===== src/rtl/conv_mac_acc.sv =====
// Conv-layer window accumulator: multiply-accumulates signed pixel/weight beats plus a bias
// into a signed 64-bit sum, then holds that sum on a valid/ready output until it is consumed.
module conv_mac_acc #(
  parameter int DATA_W     = 8,
  parameter int BIAS_W     = 32,
  parameter int ACC_W      = 64,
  parameter int KERNEL_LEN = 9
) (
  input  logic              clk,
  input  logic              rst,
  input  logic              in_valid,
  output logic              in_ready,
  input  logic [DATA_W-1:0] in_pix,
  input  logic [DATA_W-1:0] in_wgt,
  input  logic              in_last,
  input  logic [BIAS_W-1:0] bias,
  output logic              acc_valid,
  input  logic              acc_ready,
  output logic [ACC_W-1:0]  acc_data,
  output logic              len_err
);

  localparam int CNT_W  = 8;
  localparam int PROD_W = 2 * DATA_W;

  typedef enum logic {
    ST_ACC = 1'b0,
    ST_OUT = 1'b1
  } state_t;

  state_t             state_q;
  logic [CNT_W-1:0]   count_q;
  logic [ACC_W-1:0]   acc_q;
  logic [ACC_W-1:0]   acc_data_q;
  logic               in_ready_q;
  logic               acc_valid_q;
  logic               len_err_q;

  logic signed [PROD_W-1:0] prod;
  logic [ACC_W-1:0]   prod_ext;
  logic [ACC_W-1:0]   bias_ext;
  logic [ACC_W-1:0]   acc_d;
  logic [CNT_W:0]     count_d;
  logic               beat_acc;
  logic               close_win;

  always_comb begin
    prod      = PROD_W'($signed(in_pix)) * PROD_W'($signed(in_wgt));
    prod_ext  = {{(ACC_W-PROD_W){prod[PROD_W-1]}}, prod};
    bias_ext  = {{(ACC_W-BIAS_W){bias[BIAS_W-1]}}, bias};
    // Bias is folded in on the first beat so a 1-tap window still carries it.
    acc_d     = ((count_q == '0) ? bias_ext : acc_q) + prod_ext;
    count_d   = {1'b0, count_q} + (CNT_W+1)'(1);
    beat_acc  = (state_q == ST_ACC) && in_valid;
    close_win = (count_d == (CNT_W+1)'(KERNEL_LEN)) || in_last;
  end

  always_ff @(posedge clk) begin
    if (rst) begin
      state_q     <= ST_ACC;
      count_q     <= '0;
      acc_q       <= '0;
      acc_data_q  <= '0;
      in_ready_q  <= 1'b1;
      acc_valid_q <= 1'b0;
      len_err_q   <= 1'b0;
    end else begin
      case (state_q)
        ST_ACC: begin
          if (beat_acc) begin
            acc_q <= acc_d;
            if (close_win) begin
              state_q     <= ST_OUT;
              count_q     <= '0;
              acc_data_q  <= acc_d;
              in_ready_q  <= 1'b0;
              acc_valid_q <= 1'b1;
              len_err_q   <= (count_d != (CNT_W+1)'(KERNEL_LEN));
            end else begin
              count_q <= count_d[CNT_W-1:0];
            end
          end
        end
        ST_OUT: begin
          if (acc_ready) begin
            state_q     <= ST_ACC;
            count_q     <= '0;
            in_ready_q  <= 1'b1;
            acc_valid_q <= 1'b0;
            len_err_q   <= 1'b0;
          end
        end
        default: begin
          state_q <= ST_ACC;
        end
      endcase
    end
  end

  assign in_ready  = in_ready_q;
  assign acc_valid = acc_valid_q;
  assign acc_data  = acc_data_q;
  assign len_err   = len_err_q;

endmodule


===== config.mk =====
export PLATFORM = sky130hd
export DESIGN_NAME = conv_mac_acc
export DESIGN_NICKNAME = d
export VERILOG_FILES = /design/src/rtl/conv_mac_acc.sv
export SDC_FILE = /design/constraint.sdc
export NUM_CORES = 1
export LEC_CHECK = 0
export ABC_CLOCK_PERIOD_IN_PS = 19900
export CAP_MARGIN = 5
export CELL_PAD_IN_SITES_DETAIL_PLACEMENT = 1
export CELL_PAD_IN_SITES_GLOBAL_PLACEMENT = 2
export CORE_ASPECT_RATIO = 2
export CORE_MARGIN = 2
export CORE_UTILIZATION = 37
export CTS_CLUSTER_DIAMETER = 120
export DETAILED_ROUTE_END_ITERATION = 8
export GPL_ROUTABILITY_DRIVEN = 0
export PLACE_DENSITY_LB_ADDON = 0.1
export SLEW_MARGIN = 20
export SYNTH_ARGS = -nofsm -noshare
export SYNTH_HDL_FRONTEND = slang
export SYNTH_SLANG_ARGS = --single-unit

===== constraint.sdc =====
create_clock -name clk -period 19.9 [get_ports clk]
set_input_delay 3.98 -clock clk [delete_from_list [all_inputs] [get_ports clk]]
set_output_delay 3.98 -clock clk [all_outputs]
set_load 0.05 [all_outputs]

==> flow_summary_export.csv <==
group,metric,value,unit
timing,grt_setup_unrepaired,"false",
synthesis,synth-async-reset-ratio,0,
synthesis,synth-seq-cells,140,
clocking,clock_latency,0.45,ns
synthesis,synth_edf_count,0,
grt,grt_max_degree,94,
floorplan,start_util,0.375,
clocking,cts_resized,0,
setup_path,crit_start,"in_wgt[2]",
routing,remaining_drc_errors,0,
floorplan,io_pins,120,
floorplan,die_h,265,µm
grt,grt_pass1_vias,13145,
min_path,hold_path.class,"reg -> reg",
setup_path,start_kind,"primary input",
setup_path,rr_startpoint,"count_q[0]",
synthesis,synth_nets,1871,
synthesis,ys_warn_count,0,
setup_path,arrival,13.02,ns
clocking,cts_setup_buffers,0,
synthesis,seq_area_frac_synth,0.223,
clocking,hold_buffers,0,
floorplan,num_rows,95,
synthesis,synth.cell_area,12600,µm²
finish,final_cell_count_no_fill,2198,
finish,layout_commonest_cell,"nand2_1",
finish,final_area,14600,µm²
grt,track_usage,0.256,
floorplan,dieArea,35600,µm²
setup_path,critPathKind,"in -> reg",
floorplan,dieWidth,134,µm
clocking,clock_path_buffers,2,
routing,drt_iter0_drc,369,
flow_run,maxCapViolations,0,
timing,finalHoldViolCount,0,
timing,slew_violations,0,
setup_path,crit_fanout,51,
synthesis,yosys.cell_types.count,81,
grt,grt_overflow,0,
routing,vias,12274,
min_path,hold_start,"acc_data[47]",
floorplan,core,33500,µm²
routing,viasPerCell,5.58,
setup_path,setup.worst_path.end_class,"flip-flop",
clocking,cts_tree,"built",
grt,grt_pass1_wl,71.1,mm
routing,wl,44.8,mm
outcome,status,"complete, no violations",
timing,min_period,12.73,ns
synthesis,synthFlopType,"dfxtp_1",
placement,dp.cells,2166,
timing,fin_worst_skew,0.00811,ns
placement,place_ws,6.75,ns
clocking,cts.sinks,140,
timing,setup_ws,7.17,ns
grt,antenna_found_initial,0,
synthesis,avgSynthCellArea,7.45,µm²
placement,portBuffers,119,
routing,drtAntennaViolNets,0,
setup_path,crit_required,20.19,ns
placement,place_hpwl,34.6,mm
clocking,clk_pin_slew,0.06,ns
timing,tns,0,ns
synthesis,synthCells,1687,
timing,fmax,78.6,MHz
finish,num_antenna_cells,0,
clocking,htreeDepth,4,
clocking,numCtsBuffers,17,
timing,period_share,0.640,
timing,slew_headroom,0.302,
clocking,clockRootBuffer,"clkbuf_16",
routing,drt-wirelength-per-cell,20.4,µm
routing,drt_pass1_iterations,4,
finish,fin_nets,1933,
finish,area_delta_synth_final,16.5,%
finish,final_cell_mix,"nand2_1 (299), a21oi_1 (167), dfxtp_1 (140), nor2_1 (131), inv_1 (122)",
finish,layout-drive-gt1-share,0.0409,
placement,dpl-instance-area,14000,µm²
timing,setup_viol,0,
timing,worst_pin_slew,1.05,ns
final timing paths:
check,slack (ns),depth (start not counted),endpoint
setup reg to reg,13.69,22,acc_data[56]
setup / recovery,7.17,28,acc_data[59]
hold / removal,0.45,2,acc_data[47]
hold reg to reg,0.45,2,acc_data[47]
per-stage QoR:
step / utilization / hold slack [ns]
global placement: 0.419 / 0.441
CTS: 0.437 / 0.456
detailed placement: 0.419 / 0.443
finish: 0.437 / 0.455
global route: 0.437 / 0.469
floorplan: - / 0.432
cells in the mapped netlist, types with 31 or more instances:
cell	count	area share
a211oi_1	51	0.030
a21o_1	31	0.019
a21oi_1	167	0.066
and2_1	51	0.025
clkbuf_1	60	0.018
dfxtp_1	140	0.22
fa_1	56	0.089
ha_1	75	0.075
inv_1	122	0.036
nand2_1	301	0.090
nand3_1	42	0.017
nor2_1	131	0.039
nor3_1	31	0.012
o21ai_0	39	0.016
xnor2_1	65	0.045
worst max-delay path, stage by stage:
cell and delay [ns]:
clkdlybuf4s50_1 0.60, nand2_1 0.22, inv_1 0.11, fa_1 0.59, inv_1 0.15, fa_1 0.55, inv_1 0.05, fa_1 0.53
inv_1 0.05, fa_1 0.54, inv_1 0.05, ha_1 0.31, o211ai_1 0.12, a21oi_1 0.36, a21o_1 0.42, nand2_4 0.35
inv_4 0.53, buf_4 0.57, ha_1 0.37, nand3_1 0.15, nor4_1 0.65, nand3_1 0.16, a21oi_1 0.31, a221oi_4 0.15
a2111oi_0 0.45, o21bai_1 0.23, xor2_1 0.26, a211oi_1 0.11
cells by family (layout without fill, tap and decap cells):
group,count (synthesis),in the layout,share of synthesized area
simple gates,671,671,0.248
flops,140,140,0.223
mux,25,25,0.0201
xor+xnor,91,91,0.0662
fa+ha+maj,131,131,0.164
compound gates,419,419,0.214
buf+inv,210,285,0.0657
layer usage:
metal  global-route usage  up-vias  part of all wire
met2                0.520      214              0.57
met5                    0        -                 0
met3               0.0369       89             0.027
met1                0.249     6032              0.36
met4                0.108        0             0.043
li1                     -     5939                 -
sequential cells by signal, summed over array words and instances (netlist names):
| signal | flops |
|---|---|
| state_q | 1 |
| acc_valid | 1 |
| acc_data | 64 |
| count_q | 8 |
| in_ready | 1 |
| len_err | 1 |
| acc_q | 64 |
final cells by class:
type	count	area, µm²
well taps	436	546
inverters	124	468
clock buffers	18	439
fillers	4193	18900
multi-input cells	1337	8960
repair buffers	129	1260
clock inverters	14	168
flip-flops and latches	140	2800
Power is left out: the tool's default activity adds up to more than one toggle a clock period on the data nets, which glitch-free logic cannot reach.
